--- src/rtl/serial_frame_tx.sv ---
// Framed serial transmitter: start bit, LSB-first data, optional even parity, stop bit.
// Each bit lasts CLKS_PER_BIT enabled cycles; enable=0 freezes the frame in place.
module serial_frame_tx #(
  parameter int unsigned DATA_W       = 8,
  parameter int unsigned CLKS_PER_BIT = 4,
  parameter int unsigned PARITY_EN    = 1
) (
  input  logic              clock,
  input  logic              reset,
  input  logic              enable,
  input  logic              tx_valid,
  input  logic [DATA_W-1:0] tx_data,
  output logic              tx_ready,
  output logic              tx_line,
  output logic              busy,
  output logic              done
);

  localparam int unsigned TMR_W = (CLKS_PER_BIT > 1) ? $clog2(CLKS_PER_BIT) : 1;
  localparam int unsigned IDX_W = (DATA_W > 1) ? $clog2(DATA_W) : 1;
  localparam logic [TMR_W-1:0] TMR_LAST = TMR_W'(CLKS_PER_BIT - 1);
  localparam logic [IDX_W-1:0] IDX_LAST = IDX_W'(DATA_W - 1);

  typedef enum logic [2:0] {
    IDLE   = 3'd0,
    START  = 3'd1,
    DATA   = 3'd2,
    PARITY = 3'd3,
    STOP   = 3'd4
  } state_t;

  state_t            state, state_n;
  logic [TMR_W-1:0]  timer, timer_n;
  logic [IDX_W-1:0]  idx, idx_n;
  logic [DATA_W-1:0] shift, shift_n;
  logic              par, par_n;
  logic              line_n;
  logic              done_n;
  logic              bit_end;

  // Ready is deliberately combinational so a word can be taken on the edge after done.
  assign tx_ready = (state == IDLE) && !reset;
  assign busy     = (state != IDLE);
  assign bit_end  = enable && (timer == TMR_LAST);

  always_ff @(posedge clock) begin
    if (reset) begin
      state   <= IDLE;
      timer   <= '0;
      idx     <= '0;
      shift   <= '0;
      par     <= 1'b0;
      tx_line <= 1'b1;
      done    <= 1'b0;
    end else begin
      state   <= state_n;
      timer   <= timer_n;
      idx     <= idx_n;
      shift   <= shift_n;
      par     <= par_n;
      tx_line <= line_n;
      done    <= done_n;
    end
  end

  // Next-state and next-output logic; tx_line is pre-computed for the bit being entered.
  always_comb begin
    state_n = state;
    timer_n = timer;
    idx_n   = idx;
    shift_n = shift;
    par_n   = par;
    line_n  = tx_line;
    done_n  = 1'b0;

    if (state != IDLE && enable) begin
      timer_n = bit_end ? '0 : timer + TMR_W'(1);
    end

    case (state)
      IDLE: begin
        line_n = 1'b1;
        if (tx_valid) begin
          shift_n = tx_data;
          par_n   = ^tx_data;
          idx_n   = '0;
          timer_n = '0;
          line_n  = 1'b0;
          state_n = START;
        end
      end
      START: begin
        if (bit_end) begin
          line_n  = shift[0];
          state_n = DATA;
        end
      end
      DATA: begin
        if (bit_end) begin
          shift_n = shift >> 1;
          if (idx == IDX_LAST) begin
            idx_n = '0;
            if (PARITY_EN != 0) begin
              line_n  = par;
              state_n = PARITY;
            end else begin
              line_n  = 1'b1;
              state_n = STOP;
            end
          end else begin
            idx_n  = idx + IDX_W'(1);
            line_n = shift_n[0];
          end
        end
      end
      PARITY: begin
        if (bit_end) begin
          line_n  = 1'b1;
          state_n = STOP;
        end
      end
      STOP: begin
        if (bit_end) begin
          line_n  = 1'b1;
          done_n  = 1'b1;
          state_n = IDLE;
        end
      end
      default: begin
        line_n  = 1'b1;
        state_n = IDLE;
      end
    endcase
  end

endmodule
--- config.mk ---
export PLATFORM = sky130hd
export DESIGN_NAME = serial_frame_tx
export DESIGN_NICKNAME = d
export VERILOG_FILES = /design/src/rtl/serial_frame_tx.sv
export SDC_FILE = /design/constraint.sdc
export NUM_CORES = 1
export LEC_CHECK = 0
export CAP_MARGIN = 20
export CORE_MARGIN = 2
export CORE_UTILIZATION = 50
export CTS_CLUSTER_SIZE = 40
export DETAILED_ROUTE_END_ITERATION = 6
export PLACE_DENSITY = 0.75
export SLEW_MARGIN = 20
export SYNTH_ARGS = -nofsm -noshare
export SYNTH_HDL_FRONTEND = slang
export SYNTH_SLANG_ARGS = --single-unit
--- constraint.sdc ---
create_clock -name clock -period 1.7 [get_ports clock]
set_input_delay 0.17 -clock clock [delete_from_list [all_inputs] [get_ports clock]]
set_output_delay 0.17 -clock clock [all_outputs]
set_load 0.01 [all_outputs]
==> results.py <==
metrics = {
    "outcome": {
        "status": "finished clean",
    },
    "floorplan": {
        "core-area_um2": 1940,
        "start_util_pct": 52.3,
        "num_io_pins": 16,
        "rows": 16,
        "fp.dieH_um": 49.1,
        "dieArea_um2": 2410,
        "chipWidth_um": 49.1,
    },
    "route": {
        "dr.pass1.iters": 4,
        "wl_mm": 2.22,
        "met1_length_mm": 1.10,
        "met3_length_um": 42,
        "wire_per_inst_um": 13.6,
        "vias": 911,
        "ant_nets": 0,
        "drt_iter0_markers": 11,
        "top_layer_used": "met4",
        "routed_via_density": 5.55,
        "wl_met2_mm": 1.07,
        "drc": 0,
    },
    "cells_and_area": {
        "design_area_um2": 1250,
        "diodes": 0,
        "final_nets": 153,
        "area_growth_pct": 23.7,
        "drive_gt1_share_pct": 16.1,
    },
    "clock_network": {
        "clock-root-buffer": "clkbuf_4",
        "ctsLongestPathBuffers": 2,
        "clk_pin_slew_ps": 110,
        "cts_tree": "yes",
        "post_cts_buffers": 0,
        "holdBufCountCts": 0,
        "cts.sinks": 19,
        "htreeDepth": 1,
        "numCtsBuffers": 3,
        "clk_latency_ps": 300,
    },
    "worst_setup_path": {
        "worst_path_largest_cell_delay_ps": 480,
        "worstSetupPathType": "reg -> reg",
        "r2r-end": "idx[0]$_SDFFE_PP0P_",
        "reg2reg_depth": 5,
        "required_ps": 1940,
        "start_kind": "register",
        "slowest_stage": "or4b_4",
        "r2r_start": "state[1]$_SDFFE_PP0P_",
        "crit_fanout": 6,
        "cp.arrival_ps": 1820,
        "path_cells": "buf_4, nand2b_1, a21boi_2, or4b_4, a21oi_2",
        "r2r_slack_ps": 120,
        "cp-end-kind": "register",
    },
    "timing": {
        "hold_viol_final": 0,
        "fmax_ghz": 0.633,
        "holdWs_ps": 483,
        "tightestPinTransition_ps": 242,
        "grt_setup_unrepaired": "no",
        "setup_viol": 0,
        "finalCriticalPeriod_ps": 1580,
        "finClkSkew_ps": 4.46,
        "slew_headroom_pct": 83.8,
        "fin_crit_sh_pct": 92.9,
        "drv_slew": 0,
        "setup_tns_ps": 0,
    },
    "grt": {
        "grt_pass1_wl_mm": 3.93,
        "grt_max_degree": 22,
        "grt_pass1_vias": 890,
        "antenna_found_initial": 0,
        "grt-ovfl-total": 0,
        "grtUsageTotal_pct": 21.0,
    },
    "power": {
        "power.density_nw_per_um2": 736,
        "leakage_uw": 0.000498,
        "max-vdd-ir-drop_uv": 471,
    },
    "yosys": {
        "syn-num-nets": 133,
        "syn-cell-area_um2": 1010,
        "ys_seq_elements": 19,
        "synthArstFlopShare_pct": 0,
        "synthDistinctLibCells": 36,
        "synth_top_cell_by_area": "dfxtp_1",
        "netlist_instances": 118,
        "yosysTopAreaCellShare_pct": 37.5,
        "synth_warnings": 0,
        "synth_area_leaders": "dfxtp_1 37%, a311oi_1 6.0%, xnor2_1 6.0%",
        "synth-seq-area-share_pct": 37.5,
        "synth_edf_count": 0,
        "avgSynthCellArea_um2": 8.60,
        "synth-main-ff-cell": "dfxtp_1",
    },
    "placed_design": {
        "placed_cell_area_um2": 1210,
        "dpl.hpwl_mm": 1.60,
        "numPortBuffers": 15,
        "gp_congestion": 0.786,
    },
    "hold_path": {
        "min_path_cells": 2,
        "hold_path_class": "reg -> reg",
        "hp-start": "idx[1]$_SDFFE_PP0P_",
        "hold_end": "idx[1]$_SDFFE_PP0P_",
    },
    "flow_run": {
        "drv_cap": 0,
    },
}
-- power by group --
| group | internal [uW] | leakage (uW) | switching (uW) | total, uW |
|---|---|---|---|---|
| logic | 102 | 0.000326 | 94.8 | 197 |
| registers | 471 | 0.000157 | 22.1 | 493 |
| clock network | 91.3 | 0.0000150 | 142 | 234 |
| total | 664 | 0.000498 | 259 | 923 |
-- layer usage --
| layer | GRT usage [%] | up-vias |
|---|---|---|
| met2 | 35.8 | 9 |
| met1 | 26.4 | 440 |
| li1 | - | 460 |
| met5 | 0 | - |
| met4 | 7.62 | 0 |
| met3 | 3.68 | 2 |
-- how the worst max path moves through the flow --
stage / from / depth (start not counted) / slack [ps] / endpoint
2_1_floorplan: timer[1]$_SDFF_PP0_ / 5 / 270 / idx[0]$_SDFFE_PP0P_
3_3_place_gp: enable / 5 / 130 / idx[0]$_SDFFE_PP0P_
6_report: state[1]$_SDFFE_PP0P_ / 5 / 120 / idx[0]$_SDFFE_PP0P_
5_1_grt: state[1]$_SDFFE_PP0P_ / 6 / 40 / shift[4]$_SDFFE_PP0P_
4_1_cts: state[2]$_SDFFE_PP0P_ / 3 / 50 / busy
3_5_place_dp: enable / 6 / 50 / shift[4]$_SDFFE_PP0P_
-- critical path, delay by kind of cell, from the launching register on --
kind	cells	cell delay, ps
compound gates	2	320
flops	1	380
simple gates	2	670
buf+inv	1	160
-- sequential cells by signal, summed over array words and instances (netlist names) --
register  cells
done          1
idx           3
par           1
shift         8
state         3
timer         2
tx_line       1
-- final cells by class --
cell class              instances  area (um2)
multi-input cells              89         586
inverters                       2        7.51
well taps                      27        33.8
repair buffers                 23         215
fillers                       182         687
flip-flops and latches         19         387
clock buffers                   4        26.3
-- logic make-up (layout without fill, tap and decap cells) --
family	count (synthesis)	count (layout)	share of synthesized area, %
AOI/OAI and AO/OA	23	23	15.9
buffers and inverters	10	29	5.79
xor gates and xnor gates	8	8	6.91
adders and majority gates	3	3	3.70
DFF	19	19	37.5
and+or+nand+nor	52	52	27.1
muxes	3	3	3.08
-- cell usage after synthesis, types with 2 or more instances --
| library cell | number |
|---|---|
| buf_6 | 2 |
| nand4_1 | 2 |
| a31oi_1 | 2 |
| nand2_1 | 11 |
| buf_2 | 2 |
| ha_1 | 3 |
| nand2b_1 | 5 |
| a311oi_1 | 7 |
| mux2i_1 | 2 |
| nand3_1 | 11 |
| clkbuf_1 | 3 |
| nor3_1 | 2 |
| a21oi_1 | 6 |
| o21ai_0 | 2 |
| nor2_1 | 13 |
| dfxtp_1 | 19 |
| xnor2_1 | 7 |
-- through the flow --
step | instances | power (uW) | utilization (%) | setup WS (ps)
4_1_cts | 164 | 922 | 64.1 | 51.3
5_1_grt | 164 | 964 | 64.6 | 44.0
3_3_place_gp | 160 | 688 | 62.2 | 127
2_1_floorplan | 118 | 617 | - | 267
6_report | 164 | 923 | 64.6 | 120
3_5_place_dp | 160 | 696 | 62.2 | 46.9
-- layout by cell type (no fill, tap or decap), types with 3 or more instances in the layout --
cell / instances
clkdlybuf4s50_1: 13
buf_4: 7
a311oi_1: 7
nand2_1: 11
nand2b_1: 5
xnor2_1: 7
nor2_1: 13
dfxtp_1: 16
ha_1: 3
a21oi_1: 6
clkbuf_4: 3
nand3_1: 11
-- what timing repair did --
action	in CTS	in global routing
setup endpoints to repair	2	5
resized for setup	6	3
pin swaps	1	0
(Power assumes the default switching activity.)
